### config.mk
export PLATFORM = sky130hd
export DESIGN_NAME = bsg_mcl_host_packetizer
export DESIGN_NICKNAME = d
export VERILOG_FILES = /design/src/rtl/bsg_mcl_host_packetizer.sv
export SDC_FILE = /design/constraint.sdc
export NUM_CORES = 2
export LEC_CHECK = 0
export CAP_MARGIN = 10
export CORE_MARGIN = 2
export CORE_UTILIZATION = 52
export CTS_CLUSTER_SIZE = 24
export DETAILED_ROUTE_END_ITERATION = 16
export PLACE_DENSITY = 0.7
export SYNTH_ARGS = -nofsm -noshare
export SYNTH_HDL_FRONTEND = slang
export SYNTH_SLANG_ARGS = --single-unit
### constraint.sdc
create_clock -name clk_i -period 8 [get_ports clk_i]
set_input_delay 0.8 -clock clk_i [delete_from_list [all_inputs] [get_ports clk_i]]
set_output_delay 0.8 -clock clk_i [all_outputs]
set_load 0.05 [all_outputs]
### src/rtl/bsg_mcl_host_packetizer.sv
// Host-side FIFO channel end: packs 32-bit host words into link packets and serializes received packets back.
// Define BSG_MCL_HOST_PACKETIZER_COUNT_EN to add saturating TX/RX packet counters.
module bsg_mcl_host_packetizer #(
  parameter int fifo_width_p = 128,
  parameter int host_width_p = 32,
  parameter int rx_els_p     = 16,
  localparam int words_lp    = fifo_width_p / host_width_p,
  localparam int cnt_w_lp    = $clog2(rx_els_p + 1),
  localparam int wcnt_w_lp   = $clog2(words_lp + 1)
) (
  input  logic                    clk_i,
  input  logic                    reset_i,

  input  logic                    host_v_i,
  input  logic [host_width_p-1:0] host_data_i,
  output logic                    host_ready_o,
  input  logic                    flush_i,

  output logic                    tx_v_o,
  output logic [fifo_width_p-1:0] tx_data_o,
  input  logic                    tx_ready_i,

  input  logic                    rx_v_i,
  input  logic [fifo_width_p-1:0] rx_data_i,
  output logic                    rx_ready_o,

  output logic                    host_v_o,
  output logic [host_width_p-1:0] host_data_o,
  input  logic                    host_yumi_i,

  output logic [cnt_w_lp-1:0]     rx_vacancy_o,
`ifdef BSG_MCL_HOST_PACKETIZER_COUNT_EN
  output logic [31:0]             tx_pkt_count_o,
  output logic [31:0]             rx_pkt_count_o,
`endif
  output logic [wcnt_w_lp-1:0]    tx_word_cnt_o
);

  localparam int idx_w_lp = (words_lp > 1) ? $clog2(words_lp) : 1;
  localparam int ptr_w_lp = $clog2(rx_els_p);

  // ---------------- TX packer ----------------
  logic [wcnt_w_lp-1:0]    tx_cnt_r;
  logic [fifo_width_p-1:0] tx_asm_r;
  logic [fifo_width_p-1:0] tx_asm_next;
  logic [fifo_width_p-1:0] tx_data_r;
  logic                    tx_v_r;
  logic                    host_accept;
  logic                    tx_last;

  assign host_ready_o = ~flush_i & (~tx_v_r | tx_ready_i);
  assign host_accept  = host_v_i & host_ready_o;
  assign tx_last      = (tx_cnt_r == wcnt_w_lp'(words_lp - 1));

  always_comb begin
    tx_asm_next = tx_asm_r;
    for (int k = 0; k < words_lp; k++) begin
      if (tx_cnt_r == wcnt_w_lp'(k))
        tx_asm_next[k*host_width_p +: host_width_p] = host_data_i;
    end
  end

  always_ff @(posedge clk_i) begin
    if (reset_i) begin
      tx_cnt_r <= '0;
      tx_v_r   <= 1'b0;
    end else begin
      if (flush_i)
        tx_cnt_r <= '0;
      else if (host_accept)
        tx_cnt_r <= tx_last ? '0 : tx_cnt_r + wcnt_w_lp'(1);

      // a departing packet and a newly completed one in the same cycle keep valid high
      if (host_accept & tx_last)
        tx_v_r <= 1'b1;
      else if (tx_ready_i)
        tx_v_r <= 1'b0;
    end
  end

  always_ff @(posedge clk_i) begin
    if (host_accept)
      tx_asm_r <= tx_asm_next;
    if (host_accept & tx_last)
      tx_data_r <= tx_asm_next;
  end

  assign tx_v_o        = tx_v_r;
  assign tx_data_o     = tx_data_r;
  assign tx_word_cnt_o = tx_cnt_r;

  // ---------------- RX buffer and serializer ----------------
  logic [fifo_width_p-1:0] rx_mem_r [rx_els_p];
  logic [ptr_w_lp-1:0]     wptr_r;
  logic [ptr_w_lp-1:0]     rptr_r;
  logic [cnt_w_lp-1:0]     rx_cnt_r;
  logic [idx_w_lp-1:0]     idx_r;
  logic [fifo_width_p-1:0] rx_head;
  logic                    rx_push;
  logic                    rx_pop;
  logic                    host_take;
  logic                    idx_last;

  assign rx_ready_o   = (rx_cnt_r != cnt_w_lp'(rx_els_p));
  assign host_v_o     = (rx_cnt_r != '0);
  assign rx_vacancy_o = cnt_w_lp'(rx_els_p) - rx_cnt_r;

  assign rx_push   = rx_v_i & rx_ready_o;
  assign host_take = host_yumi_i & host_v_o;
  assign idx_last  = (idx_r == idx_w_lp'(words_lp - 1));
  assign rx_pop    = host_take & idx_last;

  always_ff @(posedge clk_i) begin
    if (reset_i) begin
      wptr_r   <= '0;
      rptr_r   <= '0;
      rx_cnt_r <= '0;
      idx_r    <= '0;
    end else begin
      if (rx_push)
        wptr_r <= (wptr_r == ptr_w_lp'(rx_els_p - 1)) ? '0 : wptr_r + ptr_w_lp'(1);
      if (rx_pop)
        rptr_r <= (rptr_r == ptr_w_lp'(rx_els_p - 1)) ? '0 : rptr_r + ptr_w_lp'(1);
      if (host_take)
        idx_r <= idx_last ? '0 : idx_r + idx_w_lp'(1);
      case ({rx_push, rx_pop})
        2'b10:   rx_cnt_r <= rx_cnt_r + cnt_w_lp'(1);
        2'b01:   rx_cnt_r <= rx_cnt_r - cnt_w_lp'(1);
        default: rx_cnt_r <= rx_cnt_r;
      endcase
    end
  end

  always_ff @(posedge clk_i) begin
    if (rx_push)
      rx_mem_r[wptr_r] <= rx_data_i;
  end

  assign rx_head = rx_mem_r[rptr_r];

  always_comb begin
    host_data_o = rx_head[host_width_p-1:0];
    for (int k = 0; k < words_lp; k++) begin
      if (idx_r == idx_w_lp'(k))
        host_data_o = rx_head[k*host_width_p +: host_width_p];
    end
  end

`ifdef BSG_MCL_HOST_PACKETIZER_COUNT_EN
  logic [31:0] tx_pkt_cnt_r;
  logic [31:0] rx_pkt_cnt_r;

  always_ff @(posedge clk_i) begin
    if (reset_i) begin
      tx_pkt_cnt_r <= '0;
      rx_pkt_cnt_r <= '0;
    end else begin
      if (tx_v_r & tx_ready_i & ~(&tx_pkt_cnt_r))
        tx_pkt_cnt_r <= tx_pkt_cnt_r + 32'd1;
      if (rx_push & ~(&rx_pkt_cnt_r))
        rx_pkt_cnt_r <= rx_pkt_cnt_r + 32'd1;
    end
  end

  assign tx_pkt_count_o = tx_pkt_cnt_r;
  assign rx_pkt_count_o = rx_pkt_cnt_r;
`endif

`ifndef SYNTHESIS
  always_ff @(posedge clk_i) begin
    if (!reset_i)
      assert (!(host_yumi_i && !host_v_o))
        else $error("host_yumi_i asserted while host_v_o is low");
  end
`endif

endmodule

==> impl_results.rst <==
.. list-table::
   :header-rows: 1

   * - Metric
     - Value
   * - Number of nets in the final layout
     - 4388
   * - Setup repair bufs after CTS
     - 0
   * - Growth of design area from synthesis to finish
     - 14.8%
   * - Via count
     - 41.4k
   * - Maximum cell stage delay along the critical path
     - 0.82 ns
   * - Worst clock skew on the final layout
     - 0.0401 ns
   * - Min Hold Slack
     - 0.507 ns
   * - Post-synthesis instance area
     - 88600 um2
   * - Number of buffers on the longest clock path
     - 3
   * - Max IR drop VDD
     - 0.000195 V
   * - Count of flip-flops with a built-in enable after synthesis
     - 2304
   * - Type of the tightest min-delay check
     - reg -> reg
   * - CTS H-tree lvls
     - 4
   * - Data required time of the critical path
     - 7.20 ns
   * - Die area
     - 174000 um2
   * - Clock tree sinks
     - 2327
   * - Clock slew at reported path FFs
     - 0.07 ns
   * - Core Box Area
     - 169000 um2
   * - Post-detailed-route wirelength per cell
     - 30.9 um
   * - Syn Nets
     - 3940
   * - Hold EP
     - tx_word_cnt_o[2]$_SDFFE_PP0P_
   * - Antenna viol nets, final
     - 0
   * - Final critical-path required period
     - 5.93 ns
   * - Critical-path cell list
     - buf_12, buf_4, mux4_2, mux4_2, a22oi_1, nand2_1, clkdlybuf4s50_1
   * - Cts hold-fix bufs
     - 0
   * - Number of antenna violations at the first check in global routing
     - 41
   * - Library cell contributing the largest single delay on the critical path
     - sky130_fd_sc_hd__dfxtp_4
   * - Synth top area cells
     - sky130_fd_sc_hd__edfxtp_1, sky130_fd_sc_hd__mux4_2, sky130_fd_sc_hd__mux2_2, sky130_fd_sc_hd__mux2i_1, sky130_fd_sc_hd__dfxtp_1
   * - Critical path fanouts, max
     - 118
   * - Worst setup EP type
     - output pin
   * - Tcrit/Tclk final
     - 74.1%
   * - Total count of hold-check failures in the final report
     - 0
   * - Root Buffer
     - sky130_fd_sc_hd__clkbuf_16
   * - Sequential element share of the synthesized area
     - 78.6%
   * - Cell accounting for the most synthesized area
     - sky130_fd_sc_hd__edfxtp_1
   * - Initial Utilization
     - 52.3%
   * - Power share of the combinational group
     - 4.3%
   * - Top Ports
     - 339
   * - Clock network power share
     - 41.2%
   * - Resized Gates After CTS
     - 0
   * - Overflow after GRT
     - 0
   * - Proportion of synthesized flip-flops having asynchronous set or reset
     - 0%
   * - Chip Height
     - 417 um
   * - Area share of the largest cell type after synthesis
     - 78.1%
   * - Routed via count divided by cell count
     - 6.26
   * - Pin count of the biggest net entering global routing
     - 119
   * - RSZ-0062 raised after global routing
     - no
   * - Post-detailed-route DRC marker count
     - 0
   * - Vias in the first global route
     - 41.7k
   * - Max transition margin
     - 23.6%
   * - Port Buffers
     - 338
   * - Design internal power
     - 0.0198 W
   * - Number of cells produced by synthesis
     - 3755
   * - Pins Over Slew Limit
     - 0
   * - Category of the worst setup path launch point
     - register
   * - Flip-flop cell with the highest count after synthesis
     - sky130_fd_sc_hd__edfxtp_1
   * - Status
     - complete, no violations
   * - First-pass GRT wire length
     - 294000 um
   * - Destination of the worst register-to-register timing path
     - rx_mem_r[8][75]$_DFFE_PP_
   * - Aggregate negative setup slack
     - 0 ns
   * - HP Start
     - tx_word_cnt_o[2]$_SDFFE_PP0P_
   * - Cell depth of the worst hold path
     - 2
   * - Transition time of the tightest slew-check pin
     - 1.15 ns
   * - Most frequent cells after synthesis
     - sky130_fd_sc_hd__edfxtp_1, sky130_fd_sc_hd__mux4_2, sky130_fd_sc_hd__mux2_2
   * - Total wire length
     - 205000 um
   * - LEAKAGE
     - 31.1 nW
   * - Number of warning messages in the yosys log
     - 0
   * - Number of flip-flops and latches in the synthesized netlist
     - 2327
   * - Post-synthesis average cell area
     - 23.6 um2
   * - Total of endpoints with negative setup slack in the final report
     - 0
   * - TritonCTS Buffers
     - 221
   * - Timing-limited maximum frequency
     - 169 MHz
   * - Cell family with the largest share of critical-path delay
     - buffers and inverters
   * - Max cap viols
     - 0
   * - Net Sw Power
     - 0.00520 W
   * - Depth of the most critical reg-to-reg path
     - 9
   * - Setup slack of the most critical reg-to-reg path
     - 3.72 ns
   * - Post-DP HPWL
     - 107000 um
   * - Most common cell on crit path
     - sky130_fd_sc_hd__mux4_2
   * - First-iteration detailed-routing DRC count
     - 4641
   * - WS Path Type
     - reg -> out
   * - Placer Congestion
     - 0.768
   * - Number of buffers and inverters on the critical path
     - 3
   * - Sequential fraction of design power
     - 54.5%
   * - GRT Total Usage
     - 23.6%
   * - Unique cell type count in the Yosys netlist
     - 60
   * - Fraction of layout instances using a drive strength above 1
     - 25.7%
   * - Clock tree from TritonCTS
     - yes
   * - Library cell with the highest instance count after synthesis
     - sky130_fd_sc_hd__edfxtp_1
   * - Die extent in x
     - 417 um
   * - Number of placement rows
     - 151
   * - Drt pass-1 iters
     - 5
   * - Crit path arrival time
     - 5.13 ns
   * - Power density over cell area
     - 246 nW/um2
   * - Switching part of the total power
     - 20.8%
   * - Latest clock arrival within the worst-skew pair
     - 0.88 ns
   * - Worst reg2reg path startpoint
     - rx_cnt_r[1]$_SDFFE_PP0P_
area by class of cell:
cell class | instances | area [um2]
clock buffer | 266 | 5760
sequential | 2327 | 69700
timing repair buffer | 414 | 4280
antenna | 11 | 27.5
tap | 2218 | 2780
inverter | 20 | 82.6
clock inverter | 146 | 1360
fill | 11500 | 67600
multi-input combinational | 1219 | 17800
power by group through the flow:
stage / Sequential, W / Clock [W] / Combinational, W
detailed placement: 0.0139 / 0 / 0.00108
global route: 0.0136 / 0.0109 / 0.00113
CTS: 0.0136 / 0.0104 / 0.00108
finish: 0.0136 / 0.0103 / 0.00107
floorplan: 0.0139 / 0 / 0.000508
global placement: 0.0139 / 0 / 0.00106
worst max path at each step:
stage / end / slack [ns] / cells past startpoint
2_1_floorplan: tx_data_o[0]$_DFFE_PP_ / 0.11 / 4
3_3_place_gp: host_data_o[22] / 3.00 / 6
3_5_place_dp: host_data_o[22] / 2.99 / 8
4_1_cts: host_data_o[22] / 2.03 / 8
5_1_grt: host_data_o[27] / 1.85 / 8
6_report: host_data_o[11] / 2.07 / 7
routing by layer:
layer,GRT usage [%],share of wire [%],vias up
li1,-,-,16900
met2,38.7,50,1911
met5,0,0.055,-
met4,6.78,2.4,18
met1,32.6,40,22200
met3,4.59,7.9,323
cell usage in the layout (no fill, tap or decap), drive strengths merged, types with 3 or more instances in the layout:
master / Yosys / layout
clkinv: 1 / 110
edfxtp: 2304 / 2304
mux2: 148 / 148
a211oi: 12 / 12
ha: 18 / 18
nand3: 20 / 20
o31ai: 8 / 8
mux4: 559 / 559
and3: 5 / 5
a22oi: 52 / 52
a22o: 3 / 3
o22ai: 17 / 17
clkdlybuf4s50: 0 / 338
a21oi: 33 / 33
diode: 0 / 11
buf: 143 / 76
and2: 19 / 19
clkinvlp: 0 / 6
or3: 3 / 3
dfxtp: 23 / 23
nor2b: 9 / 9
xnor2: 4 / 4
nand2: 68 / 68
xor2: 5 / 5
bufinv: 0 / 23
a221oi: 9 / 9
o21ai: 23 / 23
nor3: 15 / 15
o221ai: 3 / 3
nand2b: 5 / 5
inv: 19 / 27
o211ai: 4 / 4
mux2i: 90 / 90
a31oi: 8 / 8
clkbuf: 46 / 266
nor2: 55 / 55
per-stage QoR:
step	util [%]	total power, W	instance area (um2)	worst slack [ns]	instances
floorplan	-	0.0144	88600	0.115	3755
global placement	55.9	0.0149	94600	3.00	6198
detailed placement	55.9	0.0150	94600	2.99	6198
CTS	60.1	0.0251	102000	2.03	6610
global route	60.1	0.0257	102000	1.85	6618
finish	60.1	0.0250	102000	2.07	6621
state kept, by name (all words and copies together), names as in the netlist, named ones only:
name and count:
wptr_r 4, idx_r 2, rptr_r 4, tx_v_o 1, rx_cnt_r 5, tx_asm_r 128, tx_word_cnt_o 3, tx_data_o 128
rx_mem_r 2048
cells by family (layout without fill, tap and decap cells):
family	after synthesis	in the layout	share of synthesized area [%]
xor gates and xnor gates	9	9	0.0890
DFF	2327	2327	78.6
and+or+nand+nor	205	205	1.06
buffers and inverters	209	846	1.37
muxes	797	797	17.1
other	0	11	0
adders and majority gates	18	18	0.254
AOI/OAI and AO/OA	190	190	1.48
worst register-to-register path: stages (launching register included):
cell and delay (ns):
sky130_fd_sc_hd__dfxtp_1 0.43, sky130_fd_sc_hd__inv_1 0.09, sky130_fd_sc_hd__ha_1 0.21, sky130_fd_sc_hd__and2_1 0.16, sky130_fd_sc_hd__ha_1 0.20, sky130_fd_sc_hd__nor2b_1 0.45
sky130_fd_sc_hd__inv_1 0.21, sky130_fd_sc_hd__nor3b_1 0.54, sky130_fd_sc_hd__and2_4 0.85, sky130_fd_sc_hd__buf_12 0.69
No activity file was read; power rests on OpenSTA's default activity.
